### config.mk
export PLATFORM = sky130hd
export DESIGN_NAME = alu_arbiter
export DESIGN_NICKNAME = d
export VERILOG_FILES = /design/src/rtl/alu_arbiter.sv
export SDC_FILE = /design/constraint.sdc
export NUM_CORES = 1
export LEC_CHECK = 0
export CAP_MARGIN = 20
export CORE_MARGIN = 2
export CORE_UTILIZATION = 40
export CTS_BUF_LIST = sky130_fd_sc_hd__clkbuf_8
export DETAILED_ROUTE_END_ITERATION = 10
export HOLD_SLACK_MARGIN = 0.02
export PLACE_DENSITY_LB_ADDON = 0.05
export SKIP_CTS_REPAIR_TIMING = 1
export SYNTH_ARGS = -nofsm -noshare
export SYNTH_HDL_FRONTEND = slang
export SYNTH_HIERARCHICAL = 1
export SYNTH_SLANG_ARGS = --single-unit
### constraint.sdc
create_clock -name clk -period 7.8 [get_ports clk]
set_input_delay 0.78 -clock clk [delete_from_list [all_inputs] [get_ports clk]]
set_output_delay 0.78 -clock clk [all_outputs]
set_load 0.05 [all_outputs]
### src/rtl/alu_arbiter.sv
// Two-requester front end sharing one combinational ALU: arbitrate, latch, execute, hold result.
// Each requester gets its own result register so a response is never disturbed by the other side.

module alu #(
  parameter int DATA_W = 32
) (
  input  logic        [3:0]        ctl,
  input  logic signed [DATA_W-1:0] a,
  input  logic signed [DATA_W-1:0] b,
  output logic signed [DATA_W-1:0] out,
  output logic                     zero
);

  always_comb begin
    out = '0;
    case (ctl)
      4'd0:    out = a & b;
      4'd1:    out = a | b;
      4'd2:    out = a + b;
      4'd6:    out = a - b;
      4'd7:    out = (a < b) ? {{(DATA_W-1){1'b0}}, 1'b1} : '0;
      4'd12:   out = ~(a | b);
      4'd13:   out = a ^ b;
      default: out = '0;
    endcase
    zero = (out == '0);
  end

endmodule

module alu_arbiter #(
  parameter bit FIXED_PRIO = 1'b0,
  parameter int DATA_W     = 32
) (
  input  logic              clk,
  input  logic              reset,
  input  logic              req0_valid,
  output logic              req0_ready,
  input  logic [3:0]        req0_ctl,
  input  logic [DATA_W-1:0] req0_a,
  input  logic [DATA_W-1:0] req0_b,
  input  logic              req1_valid,
  output logic              req1_ready,
  input  logic [3:0]        req1_ctl,
  input  logic [DATA_W-1:0] req1_a,
  input  logic [DATA_W-1:0] req1_b,
  output logic              rsp0_valid,
  input  logic              rsp0_ready,
  output logic [DATA_W-1:0] rsp0_out,
  output logic              rsp0_zero,
  output logic              rsp1_valid,
  input  logic              rsp1_ready,
  output logic [DATA_W-1:0] rsp1_out,
  output logic              rsp1_zero
);

  localparam logic [1:0] IDLE = 2'd0;
  localparam logic [1:0] EXEC = 2'd1;
  localparam logic [1:0] RESP = 2'd2;

  logic [1:0]               state;
  logic                     last_grant;
  logic                     win;
  logic                     accept;
  logic                     grant_p0;
  logic [3:0]               ctl_p0;
  logic signed [DATA_W-1:0] a_p0;
  logic signed [DATA_W-1:0] b_p0;
  logic signed [DATA_W-1:0] alu_out;
  logic                     alu_zero;
  logic signed [DATA_W-1:0] out0_p1;
  logic signed [DATA_W-1:0] out1_p1;
  logic                     zero0_p1;
  logic                     zero1_p1;

  // win is only meaningful when at least one requester is valid
  always_comb begin
    if (FIXED_PRIO) begin
      win = ~req0_valid;
    end else if (req0_valid && req1_valid) begin
      win = ~last_grant;
    end else begin
      win = req1_valid;
    end
    accept     = (state == IDLE) && (req0_valid || req1_valid) && !reset;
    req0_ready = accept && !win;
    req1_ready = accept && win;
    rsp0_valid = (state == RESP) && !grant_p0 && !reset;
    rsp1_valid = (state == RESP) && grant_p0 && !reset;
  end

  alu #(.DATA_W(DATA_W)) u_alu (
    .ctl  (ctl_p0),
    .a    (a_p0),
    .b    (b_p0),
    .out  (alu_out),
    .zero (alu_zero)
  );

  always_ff @(posedge clk) begin
    if (reset) begin
      state      <= IDLE;
      last_grant <= 1'b1;
      grant_p0   <= 1'b0;
      ctl_p0     <= '0;
      a_p0       <= '0;
      b_p0       <= '0;
      out0_p1    <= '0;
      out1_p1    <= '0;
      zero0_p1   <= 1'b0;
      zero1_p1   <= 1'b0;
    end else begin
      case (state)
        // p0: capture the winning operation
        IDLE: begin
          if (accept) begin
            grant_p0 <= win;
            ctl_p0   <= win ? req1_ctl : req0_ctl;
            a_p0     <= win ? req1_a : req0_a;
            b_p0     <= win ? req1_b : req0_b;
            if (!FIXED_PRIO) last_grant <= win;
            state    <= EXEC;
          end
        end
        // p1: register the ALU result into the granted requester's slot
        EXEC: begin
          if (grant_p0) begin
            out1_p1  <= alu_out;
            zero1_p1 <= alu_zero;
          end else begin
            out0_p1  <= alu_out;
            zero0_p1 <= alu_zero;
          end
          state <= RESP;
        end
        RESP: begin
          if (grant_p0 ? rsp1_ready : rsp0_ready) state <= IDLE;
        end
        default: state <= IDLE;
      endcase
    end
  end

  assign rsp0_out  = out0_p1;
  assign rsp0_zero = zero0_p1;
  assign rsp1_out  = out1_p1;
  assign rsp1_zero = zero1_p1;

endmodule
==> impl_metrics.toml <==
[run_status]
status = "finished, final reports clean"

[clock_network]
cts_root_buf = "clkbuf_8"
cts.sinks = 138
cts_buffer_depth = 2
clk_pin_slew_ns = 0.08
cts_inserted_buffers = 17
h-tree-depth = 4
insertion_delay_ns = 0.45
cts_tree = "done"

[die]
io_pins = 212
dieArea_um2 = 29100
die_h_um = 171
num_rows = 60
initial_core_util = 0.410
die_w_um = 171
core_um2 = 27100

[global_route]
antenna_found_initial = 0
grt_max_degree = 94
grt_usage = 0.286
grt_pass1_wl_mm = 64.5
grt-ovfl-total = 0
grt_pass1_vias = 11000

[yosys]
postSynthCellCount = 1473
async_reset_ff_frac = 0
synth_edf_count = 0
syn-num-nets = 1713
syn_area_um2 = 11100
syn_avg_cell_area_um2 = 7.54
seq_area_frac_synth = 0.249
synth_warnings = 6
ys.flop_type = "dfxtp_1"
ys_ff_latch = 138
ys_types = 97

[power]
seq_power_share = 0.332
power.internal_mw = 1.42
p_clk_frac = 0.253
p_leak_nw = 5.19
p_comb_frac = 0.415
powerDensity_nw_per_um2 = 179
max-vdd-ir-drop_v = 0.0000788
swShare = 0.419
total_power_mw = 2.45
p_sw_mw = 1.02

[setup_path]
arrival_ns = 4.66
crit_fanout = 11
crit_type = "flip-flop to flip-flop"
ff2ff_path_depth = 15
cp-start-kind = "flip-flop"
r2r_slack_ns = 3.50
crit_required_ns = 8.16
worstSetupEndpointType = "flip-flop"

[drt]
dr.max_layer_used = "met4"
via_per_inst = 5.89
wire_per_inst_um = 21.0
drt_iter0_markers = 1240
wl_met2_mm = 16.7
firstDrtPassIters = 7
wl_mm = 41.7
drc = 0
met1_length_mm = 20.5
antenna_left = 0
dr_wl_met3_mm = 3.54
vias = 11700

[timing]
slew_headroom = 0.307
rsz0062_at_grt = "false"
period_share = 0.551
min_period_ns = 4.30
final-setup-viol-count = 0
final.setup.tns_ns = 0
drv_slew = 0
hold_viol_final = 0
fmax_mhz = 233
setup_ws_ns = 3.50
tightest_slew_ns = 1.04
clock_skew_ns = 0.0251

[finish]
postLayoutCoreUtil = 0.505
fillers = 2743
diodes = 0
area_growth_pct = 23.3
drive_above_1_share = 0.0544
nets = 1844
fin_area_um2 = 13700

[place]
globalplace.congestion = 0.963
dp_slack_ns = 3.59
dp_hpwl_mm = 31.4
placed_area_um2 = 13300
io_buffers = 211

[min_path]
hold_depth = 2
hold_class = "flip-flop to flip-flop"

[job]
drv_cap = 0
==> power groups by stage <==
| stage | logic (mW) | clock network, mW | registers, mW |
|---|---|---|---|
| 6_report | 1.02 | 0.619 | 0.813 |
| 5_1_grt | 1.10 | 0.663 | 0.823 |
| 4_1_cts | 0.995 | 0.634 | 0.813 |
| 3_5_place_dp | 0.991 | 0 | 0.830 |
| 3_3_place_gp | 0.991 | 0 | 0.826 |
| 2_1_floorplan | 0.653 | 0 | 0.835 |
==> worst max-delay path: stages, from the launching register on <==
cell       delay [ns]
dfxtp_1          0.39
inv_1            0.06
ha_1             0.55
clkinv_1         0.34
a21oi_1          0.32
nand4bb_1        0.17
o21ai_1          0.32
nand3_1          0.24
a221oi_2         0.41
o31a_1           0.19
nor2_1           0.06
o211a_1          0.27
a2111oi_0        0.42
and4b_1          0.27
nand2_1          0.06
a21oi_1          0.14
==> synth_stat cells (4+ instances only) <==
master,instances,area share
buf_6,10,0.010
nor2b_1,12,0.0068
a221o_1,54,0.049
a31oi_1,33,0.019
buf_2,35,0.016
nand3_1,37,0.017
a21oi_1,141,0.064
nor4b_1,5,0.0039
nor2_1,87,0.029
ha_1,96,0.11
o21ai_0,59,0.027
nand2b_1,16,0.0090
o2111ai_1,6,0.0047
o211ai_1,20,0.014
and2_1,11,0.0062
clkbuf_1,67,0.023
mux2i_1,6,0.0054
o21bai_1,11,0.0074
nand4_1,27,0.015
nor3_1,23,0.010
o31a_1,4,0.0032
or2_2,6,0.0034
o21a_1,10,0.0068
nand2_1,198,0.067
o221ai_1,5,0.0039
a221oi_1,24,0.019
o22ai_1,7,0.0039
o21ai_1,9,0.0041
buf_4,4,0.0027
o311ai_0,4,0.0032
a211o_1,10,0.0079
a211oi_1,9,0.0061
nor4_1,15,0.0085
inv_1,93,0.031
a21o_1,13,0.0088
o311a_1,4,0.0036
a22oi_1,10,0.0068
dfxtp_1,138,0.25
o31ai_1,10,0.0068
and3_1,56,0.032
==> cell families after synthesis <==
kind of cell	count (synthesis)	synth area share
buffers and inverters	212	0.0841
adder cells (fa/ha/maj)	98	0.112
AO/OA/AOI/OAI	486	0.309
AND/OR/NAND/NOR	529	0.238
XOR/XNOR	3	0.00237
flip-flops	138	0.249
multiplexers	7	0.00643
==> final timing paths <==
check,from,end
setup / recovery,a_p0[14],rsp1_zero
hold / removal,rsp0_out[15],rsp0_out[15]
hold reg to reg,rsp0_out[15],rsp0_out[15]
setup reg to reg,a_p0[14],rsp1_zero
==> layer usage <==
layer | GRT usage | vias up
li1 | - | 5663
met2 | 0.404 | 520
met5 | 0 | -
met4 | 0.0851 | 0
met1 | 0.429 | 5496
met3 | 0.0632 | 41
==> sequential cells by signal (all words and copies together) (netlist names) <==
register	count
rsp0_out	32
rsp1_out	32
a_p0	32
b_p0	32
last_grant	1
rsp0_zero	1
ctl_p0	4
state	2
grant_p0	1
rsp1_zero	1
==> cell usage in the layout (no fill, tap or decap), types with 5 or more instances in the layout <==
master | netlist | layout
a221oi_1 | 24 | 24
inv_1 | 93 | 95
and3_1 | 56 | 56
o31ai_1 | 10 | 10
a211oi_1 | 9 | 9
o2111ai_1 | 6 | 6
nor2_1 | 87 | 87
mux2i_1 | 6 | 6
o211ai_1 | 20 | 20
nor4_1 | 15 | 14
clkbuf_8 | 0 | 18
o21a_1 | 10 | 10
a21o_1 | 13 | 13
nand2_1 | 198 | 198
nand2b_1 | 16 | 16
nor3_1 | 23 | 23
nand4_1 | 27 | 27
nor2b_1 | 12 | 12
dfxtp_1 | 138 | 138
a21oi_1 | 141 | 141
buf_4 | 4 | 18
and2_1 | 11 | 11
a221o_1 | 54 | 54
or2_2 | 6 | 6
clkdlybuf4s50_1 | 0 | 210
o21ai_0 | 59 | 59
o21bai_1 | 11 | 11
o21ai_1 | 9 | 9
ha_1 | 96 | 96
o22ai_1 | 7 | 7
a22oi_1 | 10 | 10
clkinvlp_4 | 0 | 5
a211o_1 | 10 | 10
a31oi_1 | 33 | 33
o221ai_1 | 5 | 5
nand3_1 | 37 | 37
==> layout make-up <==
cell class | instances | area, µm² | area share
multi-input combinational | 1123 | 7460 | 0.545
sequential | 138 | 2760 | 0.202
timing repair buffer | 229 | 2240 | 0.164
tap | 372 | 465 | 0.0340
inverter | 95 | 357 | 0.0261
clock buffer | 18 | 248 | 0.0181
clock inverter | 14 | 149 | 0.0109
==> stage by stage <==
step / hold slack, ns / std cells
after floorplan: 0.434 / 1473
final: 0.455 / 1989
after global placement: 0.443 / 1957
after detailed placement: 0.446 / 1957
after global routing: 0.475 / 1989
after CTS: 0.458 / 1989
(Power assumes the default switching activity.)
